## src/rtl/mux_rr_sched.sv

```systemverilog
`default_nettype none
// ============================================================================
//  Module   : mux_rr_sched
//  Purpose  : Four-channel round-robin scheduler wrapped around a 4:1 data
//             mux. It drives the mux select, captures the mux output into a
//             single output register, and offers that word downstream over a
//             valid/ready handshake.
//  Revision : 1.0 - initial release
// ============================================================================
module mux_rr_sched #(
  parameter int width  = 4,
  parameter int swidth = 2
) (
  input  logic              clk,
  input  logic              rst_n,
  input  logic [3:0]        req,
  output logic [3:0]        grant,
  output logic [swidth-1:0] sel,
  input  logic [width-1:0]  mux_o,
  output logic [width-1:0]  o_data,
  output logic [swidth-1:0] o_ch,
  output logic              o_valid,
  input  logic              o_ready
);

  typedef enum logic [0:0] {
    ST_EMPTY = 1'b0,
    ST_FULL  = 1'b1
  } state_t;

  state_t            r_state;
  logic [1:0]        r_last;
  logic [width-1:0]  r_data;
  logic [1:0]        r_ch;

  logic [1:0]        w_cand;
  logic [1:0]        w_idx;
  logic              w_found;
  logic              w_space;
  logic              w_cap;

  // Pick the first requester after the last granted channel; the last
  // granted channel itself is searched last. With no request the candidate
  // defaults to last+1 so sel still advances predictably.
  always_comb begin
    w_cand  = r_last + 2'd1;
    w_idx   = r_last;
    w_found = 1'b0;
    for (int i = 1; i <= 4; i++) begin
      w_idx = r_last + i[1:0];
      if (!w_found && req[w_idx]) begin
        w_cand  = w_idx;
        w_found = 1'b1;
      end
    end
  end

  // The output register can accept a word when empty or being drained now.
  assign w_space = (r_state == ST_EMPTY) || o_ready;
  assign w_cap   = (|req) && w_space;

  // Grant is suppressed during reset so no requester believes it was served.
  always_comb begin
    grant = 4'b0000;
    if (rst_n && w_cap) begin
      grant[w_cand] = 1'b1;
    end
  end

  assign sel     = swidth'(w_cand);
  assign o_data  = r_data;
  assign o_ch    = swidth'(r_ch);
  assign o_valid = (r_state == ST_FULL);

  // Output-register state machine: capture, drain, or hold under backpressure.
  always_ff @(posedge clk) begin
    if (!rst_n) begin
      r_state <= ST_EMPTY;
      r_data  <= '0;
      r_ch    <= 2'd0;
      r_last  <= 2'b11;
    end else begin
      case (r_state)
        ST_EMPTY: begin
          if (w_cap) begin
            r_state <= ST_FULL;
            r_data  <= mux_o;
            r_ch    <= w_cand;
            r_last  <= w_cand;
          end
        end
        ST_FULL: begin
          if (o_ready) begin
            if (w_cap) begin
              // Drain and reload in the same edge, no bubble.
              r_data <= mux_o;
              r_ch   <= w_cand;
              r_last <= w_cand;
            end else begin
              r_state <= ST_EMPTY;
            end
          end
        end
        default: r_state <= ST_EMPTY;
      endcase
    end
  end

endmodule
`default_nettype wire

```

## config.mk

```make
export PLATFORM = sky130hd
export DESIGN_NAME = mux_rr_sched
export DESIGN_NICKNAME = d
export VERILOG_FILES = /design/src/rtl/mux_rr_sched.sv
export SDC_FILE = /design/constraint.sdc
export NUM_CORES = 1
export LEC_CHECK = 0
export BUFFER_PORTS_ARGS = -buffer_cell sky130_fd_sc_hd__clkbuf_2
export CAP_MARGIN = 25
export CORE_AREA = 2 2 39 41
export CTS_BUF_LIST = sky130_fd_sc_hd__clkbuf_4
export CTS_CLUSTER_DIAMETER = 80
export CTS_CLUSTER_SIZE = 14
export DETAILED_ROUTE_END_ITERATION = 10
export DIE_AREA = 0 0 41 43
export GPL_TIMING_DRIVEN = 0
export PLACE_DENSITY_LB_ADDON = 0.25
export SYNTH_ARGS = -nofsm -noshare
export SYNTH_HDL_FRONTEND = slang
export SYNTH_SLANG_ARGS = --single-unit
```

## constraint.sdc

```tcl
create_clock -name clk -period 1.69 [get_ports clk]
set_clock_uncertainty 0.05 [all_clocks]
set_input_delay 0.169 -clock clk [delete_from_list [all_inputs] [get_ports clk]]
set_output_delay 0.169 -clock clk [all_outputs]
set_load 0.1 [all_outputs]
```

Word level (Yosys, flattened, before mapping)
Index checks and enable logic that the tools add are counted.
{"block": "classes", "n_bitwise": 1, "muxes": 29, "n_addsub": 3, "n_reduce_logical": 11, "order_cmp": 6, "n_eq_ne": 1}
{"operator": "< comparator 2 x 3 -> 1 bit, second input constant", "n": 5}
{"operator": "two-way mux 2 bit", "n": 7}
{"operator": "two-way mux 4 bit", "n": 3}
{"operator": "two-way mux 1 bit", "n": 10}
{"operator": "binary-select mux 1 bit (select 2 bit)", "n": 4}
{"operator": "case mux 2 bit (2 select lines)", "n": 2}
{"operator": "case mux 4 bit (2 select lines)", "n": 1}
{"operator": "logical AND 1 bit", "n": 6}
{"operator": "adder 2 bit, second input constant", "n": 2}
{"operator": "OR reduction 4 bit", "n": 1}
{"operator": "logical NOT 1 bit", "n": 3}
{"operator": "adder 2 x 1 -> 2 bit, second input constant", "n": 1}
{"operator": "demux 1 bit (select 2 bit)", "n": 1}
{"operator": "greater-or-equal comparator 2 x 1 -> 1 bit, second input constant", "n": 1}
{"operator": "!= test 2 bit, second input constant", "n": 1}
{"operator": "case mux 1 bit (2 select lines)", "n": 1}
{"operator": "logical OR 1 bit", "n": 1}
{"operator": "NOT 1 bit", "n": 1}
{"block": "totals", "register_bits": 9, "out_inout_bits": 13, "in_bits": 11}

Depth between registers and ports, before layout
Gate-level depths: netlist of the first run.
{"block": "depth", "word_depth": 18, "ltp_mapped": 5, "mapped_depth_nobuf": 5}

Worst setup path before layout of the first run
OpenSTA, ideal clock, no wires.
{"block": "synth_timing", "path_kind": "register -> output", "start": "reg r_state, in the netlist o_valid", "end": "out grant[1]", "t_arrival_ns": 3.291, "required_time_ns": 1.471, "path_slack_ns": -1.820, "path_stages_with_launch": 5, "cell_sequence": "dfxtp_1 -> a21oi_2 -> buf_6 -> nand2_1 -> nor3_1"}
{"block": "synth_via", "elab_chain_len": 5}
{"item": "start, declared", "line": "31", "rtl": "state_t r_state;"}
{"item": "start signal, assigned", "line": "78", "rtl": "r_state <= ST_EMPTY;"}
{"item": "start signal, assigned", "line": "86", "rtl": "r_state <= ST_FULL;"}
{"item": "start signal, assigned", "line": "100", "rtl": "r_state <= ST_EMPTY;"}
{"item": "NOT 1 bit"}
{"item": "logical OR 1 bit", "line": "59", "rtl": "assign w_space = (r_state == ST_EMPTY) || o_ready;"}
{"item": "logical AND 1 bit", "line": "60", "rtl": "assign w_cap = (|req) && w_space;"}
{"item": "logical AND 1 bit", "line": "65", "rtl": "if (rst_n && w_cap) begin"}
{"item": "two-way mux 4 bit", "line": "65"}
{"item": "end, declared", "line": "17", "rtl": "output logic [3:0] grant,"}
No other way between the ends.

Final worst setup path of the first run
{"block": "layout_timing", "start": "reg r_last[1]", "end": "out grant[2]"}
{"block": "layout_via", "elab_chain_len": 18, "word_cells_on_any_way": 29}
{"item": "start, declared", "line": "32", "rtl": "logic [1:0] r_last;"}
{"item": "start signal, assigned", "line": "89", "rtl": "r_last <= w_cand;"}
{"item": "start signal, assigned", "line": "98", "rtl": "r_last <= w_cand;"}
{"item": "adder 2 x 1 -> 2 bit", "line": "46, 50"}
{"item": "binary-select mux 1 bit (select 2 bit)", "line": "51", "rtl": "if (!w_found && req[w_idx]) begin"}
{"item": "two-way mux 1 bit (implied by the code)", "line": "51"}
{"item": "two-way mux 1 bit", "line": "51"}
{"item": "logical NOT 1 bit", "line": "51"}
{"item": "logical AND 1 bit", "line": "51"}
{"item": "two-way mux 1 bit", "line": "51"}
{"item": "logical NOT 1 bit", "line": "51"}
{"item": "[2 not listed]"}
{"item": "logical NOT 1 bit", "line": "51"}
{"item": "logical AND 1 bit", "line": "51"}
{"item": "two-way mux 2 bit (*)", "line": "51"}
{"item": "< comparator 2 x 3 -> 1 bit (implied by the code) / greater-or-equal comparator 2 x 1 -> 1 bit (equally long branches)", "line": "66", "rtl": "grant[w_cand] = 1'b1;"}
{"item": "logical AND 1 bit (implied by the code)", "line": "66"}
{"item": "two-way mux 1 bit (implied by the code)", "line": "66"}
{"item": "demux 1 bit (select 2 bit) (*)", "line": "66"}
{"item": "two-way mux 4 bit (*)", "line": "65"}
Mark *: on every way between the ends. The rest lies on a longest branch, timed or not. The select of a mux whose other input is x is not followed.

==> results.txt, run 1 <==
The flow ran to the end, but the final reports show violations. The checks that failed: setup timing. The count of cells in the finished layout, fillers not included, comes to 104. Data on the critical path is required at its endpoint by 1470 ps. The via count of the first global-routing pass is 472. The tightest hold margin came out at 127.3 ps.

The transition at the pin with the smallest max-transition slack is 543.7 ps. The slowest stage of the critical path is the sky130_fd_sc_hd__dfxtp_4 cell. Traced cell by cell, the critical path runs through xnor2_1, o21ai_1, nand3_4, inv_12, and4_2, clkbuf_16. The DRC violation total after the first TritonRoute iteration came out at 4.

The number of nets handed over by synthesis was 69. The clock sink count is 9. After synthesis, flip-flops and latches occupy 35.56% of the total area.

The number of detailed-route iterations in the first pass came out at 4. The net count of the finished layout is 100. The first-pass GRT wire length is 1945 µm.

The number of remaining DRC errors is 0. The post-placement cell count is 97. The worst hold path was traced through 3 stages.

The type of the most critical hold path is in -> reg. In this run the clock root is driven by a sky130_fd_sc_hd__clkbuf_4. The fill cell total of the finished layout came out at 119. Dividing the detail-routed wire length by the instance count gives 11.58 µm. Counting the buffers created by CTS gives 3. Setup violations remaining at the end of the flow were counted as 4. The maximum number of pins on one net before global-route repair is 11. The die is 43 µm tall. The number of antenna diodes in the final layout is 0. The sequential cell area came out at 191.4 µm². The total wire length came out at 1204 µm.

Setup repair after global routing could not meet its margin everywhere. The multi-input combinational cell area is 364.1 µm². The cell area after synthesis is 506.7 µm².

Synthesis instantiated 27 different standard cells from the library. The top fanout value on the critical path came out at 5. The synthesis-to-finish area growth is 75.56%.

TritonCTS built the clock tree. The number of endpoints with negative hold slack in the final report came out at 0. In this run the count of I/O pins placed on the die edge is 24. The final core area utilization is 64.29%. Dividing the detail-routed via count by the number of cells gives 4.913.

The final critical-path required period is 1888 ps. The worst path uses 111.7% of the clock period. The number of cell instances on the worst register-to-register path came out at 6. The worst register-to-register path has a setup slack of 320 ps. The initial standard-cell utilization of the core is 36.62%.

The count of vias placed by the detailed router is 511. Once detailed placement completed, the half-perimeter wirelength came to 802.3 µm. The core footprint came out at 0.001384 mm².

In the layout the commonest cells are sky130_fd_sc_hd__clkbuf_2, sky130_fd_sc_hd__dfxtp_1, sky130_fd_sc_hd__nor2_1. The arrival time at the worst endpoint is 1670 ps. The number of instances in the synthesized netlist came out at 58.

Across the VDD grid, the largest voltage drop is 0.0006138 V. The register bit count reported by yosys came out at 9. Global routing used 15.98% of the available tracks. The maximum clock frequency came out at 529.7 MHz. The number of H-tree levels is 1.

The congestion estimate from routability-driven global placement came to 0.6417. In this run the remaining antenna-violating nets after routing total 0. In this run the critical register-to-register path is captured at o_ch[1]. The mean post-synth cell area is 8.737 µm².

Across the run, the number of max-cap violations was 0. In this run the most critical hold path is launched from mux_o[0]. The number of antenna violations at the first check in global routing is 0. The total of buffers placed on input and output ports came out at 23. The die area is 0.001763 mm². The total congestion overflow came out at 0. Once routing completed, OpenROAD measured the worst setup slack at -198.0 ps.

The instance area at placement came out at 728.2 µm². Leaving out fill and tap cells, the most frequent cell in the layout is sky130_fd_sc_hd__clkbuf_2. During synthesis, Yosys emitted a total of 0 warnings.

Once layout is done, the placed cells without fillers occupy 889.6 µm². The insertion delay to the later sink of the worst-skew pair is 260 ps. The layout cell share with drive strength beyond 1 came out at 53.41%. The critical path capture point type is an output pin. The maximum number of buffers from clock root to sink came out at 2. The relative slew slack is 63.91%.

The final number of max-transition violations came out at 0. Dividing total power by cell area gives a power density of 1019 mW/mm². For this run, the slowest stage of the critical path takes 370 ps.

The placement row count is 14. Summed over all cells, the static leakage comes to 0.4015 nW. The clock-pin slew of the registers on the worst-case setup and hold paths is 60 ps. The destination of the worst hold path is o_data[0]. STA classifies the critical path startpoint as a flop. The critical path is of the reg -> out type. The horizontal die dimension is 41 µm. The startpoint identified for the worst register-to-register timing path is r_last[1].
power by group:
group	internal [mW]	switching (mW)
Sequential	0.232	0.0167
Clock	0.107	0.0750
Combinational	0.147	0.329
cell type report:
class | count | share of cell area [%]
Tap cell | 16 | 2.250
Timing Repair Buffer | 26 | 26.86
Sequential cell | 9 | 21.52
Inverter | 4 | 3.376
Clock buffer | 4 | 3.376
Buffer | 2 | 1.688
Multi-Input combinational cell | 43 | 40.93
logic make-up after synthesis:
kind of cell | synth area share [%]
muxes | 7.902
DFF | 35.56
and+or+nand+nor | 30.61
xor gates and xnor gates | 1.729
AOI/OAI and AO/OA | 18.27
buffers and inverters | 5.924
timing repair:
item | in CTS | in global routing
setup buffers | 2 | 1
gates resized for setup | 20 | 1
hold buffers | 0 | 0
pin swaps | 5 | 1
setup endpoints to repair | 6 | 6
how the worst max path moves through the flow:
stage / endpoint / startpoint / slack [ps]
floorplan: grant[0] / o_valid / -280
global placement: grant[2] / r_last[0] / -170
detailed placement: grant[2] / r_last[0] / -180
CTS: grant[0] / r_last[0] / -180
global route: grant[2] / r_last[1] / -280
finish: grant[2] / r_last[1] / -200
per-stage QoR:
step / setup TNS (ps) / setup WS (ps) / power (mW)
final: -645.6 / -198.0 / 0.9062
after global routing: -1096 / -277.7 / 0.9388
after detailed placement: -483.3 / -177.2 / 0.6576
after global placement: -437.7 / -169.7 / 0.6545
after CTS: -624.5 / -181.8 / 0.8974
after floorplan: -752.7 / -279.9 / 0.5967
synthesized netlist by cell type:
master,number,area (µm²)
sky130_fd_sc_hd__nand2b_1,3,18.77
sky130_fd_sc_hd__a21oi_2,3,26.28
sky130_fd_sc_hd__nor3b_2,1,12.51
sky130_fd_sc_hd__a21o_1,1,7.510
sky130_fd_sc_hd__a211o_1,1,8.760
sky130_fd_sc_hd__xnor2_1,1,8.760
sky130_fd_sc_hd__nor3_1,3,15.01
sky130_fd_sc_hd__and4_1,1,8.760
sky130_fd_sc_hd__o21ai_0,5,25.02
sky130_fd_sc_hd__clkbuf_1,1,3.750
sky130_fd_sc_hd__nand3_1,1,5.000
sky130_fd_sc_hd__or2b_1,2,15.01
sky130_fd_sc_hd__mux2i_1,4,40.04
sky130_fd_sc_hd__a21boi_0,1,7.510
sky130_fd_sc_hd__a211oi_1,1,7.510
sky130_fd_sc_hd__nor2b_1,4,25.02
sky130_fd_sc_hd__nor4_2,1,12.51
sky130_fd_sc_hd__inv_2,1,3.750
sky130_fd_sc_hd__nand2_1,1,3.750
sky130_fd_sc_hd__buf_6,1,11.26
sky130_fd_sc_hd__dfxtp_1,9,180.2
sky130_fd_sc_hd__nor2_1,5,18.77
sky130_fd_sc_hd__o21ai_1,1,5.000
sky130_fd_sc_hd__a21oi_1,1,5.000
sky130_fd_sc_hd__inv_1,3,11.26
sky130_fd_sc_hd__nor3_2,1,10.01
sky130_fd_sc_hd__nand3_2,1,10.01
sequential cells by signal, summed over array words and instances (netlist names):
register / flops
o_ch: 2
o_data: 4
o_valid: 1
r_last: 2
metal layers:
| layer | vias up | GRT usage, % | wire [µm] |
|---|---|---|---|
| met5 | - | 0 | 0 |
| met4 | 0 | 6.000 | 10 |
| met3 | 2 | 3.141 | 60 |
| met2 | 15 | 23.75 | 591 |
| met1 | 231 | 22.04 | 541 |
| li1 | 263 | - | - |
critical path, delay by kind of cell, from the launching register on:
kind,cells,cell delay [ps]
and+or+nand+nor,2,440
xor gates and xnor gates,1,130
buffers and inverters,2,310
DFF,1,370
AOI/OAI and AO/OA,1,150
No activity file was read; power rests on OpenSTA's default activity.
==> run 2: changes to the inputs <==
--- a/config.mk
+++ b/config.mk
@@ -14,7 +14,7 @@
 export DETAILED_ROUTE_END_ITERATION = 10
 export DIE_AREA = 0 0 41 43
 export GPL_TIMING_DRIVEN = 0
-export PLACE_DENSITY_LB_ADDON = 0.25
+export PLACE_DENSITY = 0.68
 export SYNTH_ARGS = -nofsm -noshare
 export SYNTH_HDL_FRONTEND = slang
 export SYNTH_SLANG_ARGS = --single-unit
==> run 2 against run 1 <==
  * The run still ends with setup timing left
  * Fmax is 0.49% higher
  * Global-route usage down 0.59 points
  * Count of clock-buffer cells in the layout is 1 lower
  * First-iteration DRC count rose by 75%
  * Combinational power rose by 3%
  * Die area stayed put
  * Power is 0.43% lower
  * Critical path type unchanged
  * Largest cell class unchanged
  * Largest power group unchanged
  * Highest routed layer unchanged
==> results.txt, run 2 (synthesized netlist as in run 1, its figures left out) <==
The library cell used most frequently in the layout, excluding fill and tap cells, is sky130_fd_sc_hd__clkbuf_2. The top fanout value on the critical path came out at 6 (+1). The run finished, with violations left. The tree is rooted in a sky130_fd_sc_hd__clkbuf_4. The final reports fail on setup timing.

The via count of the first global-routing pass came out at 457 (-3.2%). The portion of the clock cycle consumed by the worst path in the final layout is 111.2% (-0.55 points). Setup repair after global routing could not meet its margin everywhere. The synthesis-to-finish area growth is 79.01%. The final critical-path required period came out at 1879 ps (-9.235 ps).

The final estimated routing congestion in global placement came to 0.6632 (+3.4%). The maximum number of buffers from clock root to sink was 2 (unchanged). The finished layout cell area is 907.1 µm² (+2.0%). The static power due to leakage is 0.4094 nW (+1.9%). The via-per-instance ratio came out at 4.838 (-1.5%). The total wire length is 1257 µm (+4.4%). The horizontal die dimension was 41 µm (unchanged). The count of maximum capacitance violations is 0 (unchanged). The setup TNS came to -658.6 ps (-12.97 ps).

The arrival time at the worst endpoint came to 1660 ps (about the same). The number of antenna violations at the first check in global routing came out at 0 (unchanged). The total of endpoints with negative setup slack in the final report is 4 (unchanged). The first-pass GRT wire length came to 1876 µm (-3.5%).

The core footprint is 0.001384 mm² (unchanged). The placement row count came out at 14 (unchanged). The instance area at placement came out at 728.2 µm² (unchanged).

The number of H-tree levels came out at 1 (unchanged). The worst-case vdd ir drop was 0.0006663 V (+8.6%). The final number of max-transition violations came out at 0 (unchanged). The maximum number of pins on one net before global-route repair is 11 (unchanged). The transition at the pin with the smallest max-transition slack came out at 544.4 ps (+0.6471 ps). The final instance count without filler cells came out at 105 (+0.96%). The total power density per cell area is 994.7 mW/mm² (-2.4%). The half-perimeter wire length after placement came out at 827 µm (+3.1%). The maximum clock frequency came out at 532.3 MHz (+0.49%). The number of endpoints with negative hold slack in the final report is 0 (unchanged). The final setup slack of the worst path came out at -188.7 ps (+9.235 ps). The net count of the finished layout is 101 (+1.0%). TritonCTS built the clock tree.

The total congestion overflow came out at 0 (unchanged). The data required time at the worst endpoint came out at 1470 ps (about the same). The fill cell total of the finished layout came out at 114 (-4.2%).

The insertion delay to the later sink of the worst-skew pair is 260 ps (about the same). The tightest hold margin is 113.1 ps (-14.13 ps). The number of diodes added for antenna fixing is 0 (unchanged). The number of flip-flops under the largest register name came out at 4 (unchanged). The number of buffers inserted during clock tree synthesis is 3 (unchanged).

The number of remaining DRC errors is 0 (unchanged). The die area came to 0.001763 mm² (unchanged). The clock sink count is 9 (unchanged). The DRC violation total after the first TritonRoute iteration came out at 7 (+3). The worst setup path is launched from a flop. The layout cell share with drive strength beyond 1 is 53.93% (+0.52 points). The initial standard-cell utilization of the core came out at 36.62% (unchanged). The number of detailed-route iterations in the first pass came out at 4 (unchanged).

The number of ports placed on the die boundary came out at 24 (unchanged). The overall routing resource usage came out at 15.38% (-0.59 points). The worst setup path is of the reg -> out kind. The clock-pin slew of the registers on the worst-case setup and hold paths came out at 60 ps (about the same). STA classifies the critical path endpoint as an output pin. The wire length per cell after detailed routing came out at 11.97 µm (+3.4%). The count of vias placed by the detailed router came out at 508 (-0.59%).

The tightest min-delay check is of the in -> reg type. The die outline height is 43 µm (unchanged). The total of buffers placed on input and output ports came out at 23 (unchanged).

The post-placement cell count came to 97 (unchanged). The top cell types in the final layout, fill and taps aside, are sky130_fd_sc_hd__clkbuf_2, sky130_fd_sc_hd__dfxtp_1, sky130_fd_sc_hd__nor2_1. The relative slew slack came to 63.86% (about the same). The number of nets still failing antenna checks after routing came out at 0 (unchanged).
==> run 2: path summary, 6_finish.rpt <==
kind	startpoint	end	slack, ps	cells after the start
hold / removal	mux_o[2]	o_data[2]	110	3
setup reg to reg	r_last[1]	o_ch[1]	340	6
hold reg to reg	o_data[2]	o_data[2]	470	2
setup / recovery	r_last[0]	grant[3]	-190	6
==> run 2: final cells by class <==
| class | count | area [µm²] | area share [%] |
|---|---|---|---|
| Clock buffer | 3 | 22.52 | 2.483 |
| Sequential cell | 9 | 191.4 | 21.10 |
| Tap cell | 16 | 20.02 | 2.207 |
| Clock inverter | 1 | 5.005 | 0.5517 |
| Inverter | 4 | 27.53 | 3.034 |
| Timing Repair Buffer | 27 | 252.7 | 27.86 |
| Multi-Input combinational cell | 43 | 372.9 | 41.10 |
| Buffer | 2 | 15.01 | 1.655 |
==> run 2: timing repair <==
item | 4_1_cts | 5_1_grt
setup buffers | 3 | 1
endpoints found under the setup margin | 6 | 6
resized for setup | 20 | 4
hold buffers | 0 | 0
gates cloned | 0 | 0
pin swaps | 5 | 1
endpoints found under the hold margin | 0 | 0
==> run 2: report_power, final <==
part	total [mW]	switching, mW	leakage, nW	internal [mW]
sequential	0.249	0.0174	0.0756	0.232
clock	0.162	0.0745	0.0177	0.0872
combinational	0.491	0.333	0.316	0.158
total	0.902	0.425	0.409	0.478
==> run 2: critical path, stage by stage (launching register included) <==
cell and delay [ps]:
sky130_fd_sc_hd__dfxtp_4 360, sky130_fd_sc_hd__or2b_1 230, sky130_fd_sc_hd__a21oi_2 200, sky130_fd_sc_hd__nor3_4 90, sky130_fd_sc_hd__buf_4 150, sky130_fd_sc_hd__nor3_4 140, sky130_fd_sc_hd__clkbuf_16 230
==> run 2: metrics by stage <==
step	power (mW)	setup slack [ps]	utilization, %
2_1_floorplan	0.5967	-279.9	-
3_3_place_gp	0.6549	-157.2	52.62
3_5_place_dp	0.6583	-182.6	52.62
4_1_cts	0.8920	-194.7	64.01
5_1_grt	0.9400	-258.5	65.55
6_report	0.9023	-188.7	65.55
==> run 2: layer usage <==
metal	vias up	track usage, %	part of all wire, %
li1	266	-	-
met1	222	20.13	44
met2	18	23.75	50
met3	2	3.141	5.3
met4	0	6.000	0.72
met5	-	0	0
==> run 3: changes to the inputs <==
--- a/config.mk
+++ b/config.mk
@@ -5,6 +5,7 @@
 export SDC_FILE = /design/constraint.sdc
 export NUM_CORES = 1
 export LEC_CHECK = 0
+export ABC_CLOCK_PERIOD_IN_PS = 1690
 export BUFFER_PORTS_ARGS = -buffer_cell sky130_fd_sc_hd__clkbuf_2
 export CAP_MARGIN = 25
 export CORE_AREA = 2 2 39 41
@@ -15,6 +16,7 @@
 export DIE_AREA = 0 0 41 43
 export GPL_TIMING_DRIVEN = 0
 export PLACE_DENSITY = 0.68
+export SKIP_LAST_GASP = 1
 export SYNTH_ARGS = -nofsm -noshare
 export SYNTH_HDL_FRONTEND = slang
 export SYNTH_SLANG_ARGS = --single-unit
==> run 3 against run 2 <==
  * The flow still finishes with violations (setup timing)
  * Global-route usage decreased by 0.20 points
  * Register-to-register slack worse by 50 ps
  * Via count is 2.0% higher
  * Sequential share of layout area fell by 0.32 points
  * Routed wire length down 3.3%
  * Power is 1.4% higher
  * Critical endpoint is now grant[2]
  * Largest power group unchanged
  * Highest routed layer unchanged
==> results.txt, run 3 (synthesized netlist as in run 1, its figures left out) <==
The half-perimeter wire length after placement is 827 µm (unchanged). The insertion delay to the later sink of the worst-skew pair was 260 ps (about the same). The number of flip-flops under the largest register name is 4 (unchanged). The maximum number of buffers from clock root to sink is 2 (unchanged). The wire length per cell after detailed routing is 11.47 µm (-4.2%). The final instance count without filler cells came out at 106 (+0.95%). The final estimated routing congestion in global placement is 0.6632 (unchanged).

The die area is 0.001763 mm² (unchanged). The total of buffers placed on input and output ports is 23 (unchanged). The net count of the finished layout came to 102 (+0.99%). The DRC violation total after the first TritonRoute iteration is 3 (-4). The placement row count came out at 14 (unchanged). The number of nets still failing antenna checks after routing is 0 (unchanged). The transition at the pin with the smallest max-transition slack is 544.4 ps (+0.003695 ps). The sequential cell area came out at 191.4 µm² (unchanged).

The final number of max-transition violations came out at 0 (unchanged). The tightest hold margin is 112.5 ps (-0.5850 ps). The finished layout cell area came to 920.9 µm² (+1.5%). The post-placement cell count is 97 (unchanged). The number of diodes added for antenna fixing came out at 0 (unchanged). Leaving out fill and tap cells, the most frequent cell in the layout is sky130_fd_sc_hd__clkbuf_2.

The flow ran to the end, but the final reports show violations. The initial standard-cell utilization of the core is 36.62% (unchanged). The via count of the first global-routing pass came out at 440 (-3.7%). The total of endpoints with negative setup slack in the final report came out at 4 (unchanged). The total power density per cell area came out at 993.9 mW/mm² (about the same).

The clock sink count is 9 (unchanged). The core footprint came out at 0.001384 mm² (unchanged). In this run the clock root is driven by a sky130_fd_sc_hd__clkbuf_4. The worst-case vdd ir drop is 0.0006600 V (-0.94%).

The data required time at the worst endpoint was 1470 ps (about the same). The type of the most critical hold path is in -> reg. The relative slew slack is 63.86% (about the same). The maximum clock frequency came out at 534.2 MHz (+0.37%). The die outline height came out at 43 µm (unchanged). The final reports fail on setup timing. The overall routing resource usage came out at 15.18% (-0.20 points).

The CTS tree is done. The number of H-tree levels is 1 (unchanged). The final critical-path required period came out at 1872 ps (-6.954 ps). The fill cell total of the finished layout came out at 120 (+5.3%). The number of hold buffers added after CTS is 0 (unchanged).

The first-pass GRT wire length came out at 1828 µm (-2.6%). The number of buffers inserted during clock tree synthesis is 3 (unchanged). The portion of the clock cycle consumed by the worst path in the final layout is 110.8% (-0.41 points). The kind of critical path is reg -> out. The layout cell share with drive strength beyond 1 is 56.67% (+2.7 points). The top cell types in the final layout, fill and taps aside, are sky130_fd_sc_hd__clkbuf_2, sky130_fd_sc_hd__dfxtp_1, sky130_fd_sc_hd__nor2_1, sky130_fd_sc_hd__buf_4. The total wire length is 1216 µm (-3.3%). The worst setup path is launched from a flop.

The final setup slack of the worst path came to -181.8 ps (+6.954 ps). The horizontal die dimension is 41 µm (unchanged). The number of endpoints with negative hold slack in the final report is 0 (unchanged). The synthesis-to-finish area growth came out at 81.73%. The clock-pin slew of the registers on the worst-case setup and hold paths is 60 ps (about the same). The number of antenna violations at the first check in global routing is 0 (unchanged).

The top fanout value on the critical path came to 6 (unchanged). The critical path capture point type is an output pin. The arrival time at the worst endpoint is 1650 ps (about the same). The count of maximum capacitance violations is 0 (unchanged). The number of ports placed on the die boundary was 24 (unchanged). The number of remaining DRC errors came out at 0 (unchanged). The multi-input combinational cell area came out at 376.6 µm² (+1.0%). The via-per-instance ratio is 4.887 (+1.0%).

The maximum number of pins on one net before global-route repair is 11 (unchanged). The static power due to leakage is 0.4205 nW (+2.7%). Setup repair after global routing could not meet its margin everywhere.

The post-layout total power is 0.9153 mW (+1.4%). The number of detailed-route iterations in the first pass came out at 4 (unchanged). The count of vias placed by the detailed router came out at 518 (+2.0%). The instance area at placement came out at 728.2 µm² (unchanged). The total congestion overflow came out at 0 (unchanged).
## run 3: worst paths after layout
check | start | end | slack, ps | cells past startpoint
hold reg to reg | o_data[2] | o_data[2] | 470 | 2
setup reg to reg | r_last[0] | o_ch[1] | 290 | 7
setup / recovery | r_last[0] | grant[2] | -180 | 7
hold / removal | mux_o[2] | o_data[2] | 110 | 3
## run 3: what timing repair did
item / in CTS / in global routing
pin swaps: 5 / 2
setup endpoints to repair: 6 / 6
gates resized for setup: 19 / 7
setup buffers: 3 / 2
## run 3: report_power, final
part           leakage (nW)  switching, mW  internal (mW)
registers            0.0756         0.0171          0.232
logic                 0.327          0.335          0.169
clock network        0.0177         0.0749         0.0872
## run 3: stage by stage
step	setup TNS, ps	utilization (%)	setup WS [ps]
2_1_floorplan	-752.7	-	-279.9
3_3_place_gp	-401.6	52.62	-157.2
3_5_place_dp	-496.1	52.62	-182.6
4_1_cts	-670.1	63.74	-202.3
5_1_grt	-993.8	66.55	-264.0
6_report	-709.9	66.55	-181.8
## run 3: cell type report
class	instances	share of cell area, %
Inverter	4	2.989
Sequential cell	9	20.79
Timing Repair Buffer	28	28.53
Clock inverter	1	0.5435
Buffer	2	1.630
Clock buffer	3	2.446
Tap cell	16	2.174
Multi-Input combinational cell	43	40.90
## run 3: worst max-delay path: stages, from the launching register on
cell and delay [ps]:
sky130_fd_sc_hd__dfxtp_4 360, sky130_fd_sc_hd__buf_4 140, sky130_fd_sc_hd__xnor2_2 130, sky130_fd_sc_hd__o21ai_2 80, sky130_fd_sc_hd__nand3_4 160, sky130_fd_sc_hd__inv_12 110, sky130_fd_sc_hd__and4_4 220, sky130_fd_sc_hd__clkbuf_16 190
## run 3: metal layers
layer	vias to the layer above	part of all wire, %	global-route usage [%]
li1	273	-	-
met1	227	45	21.12
met2	16	50	22.19
met3	2	4.4	3.141
met4	0	0.74	6.000
met5	-	0	0
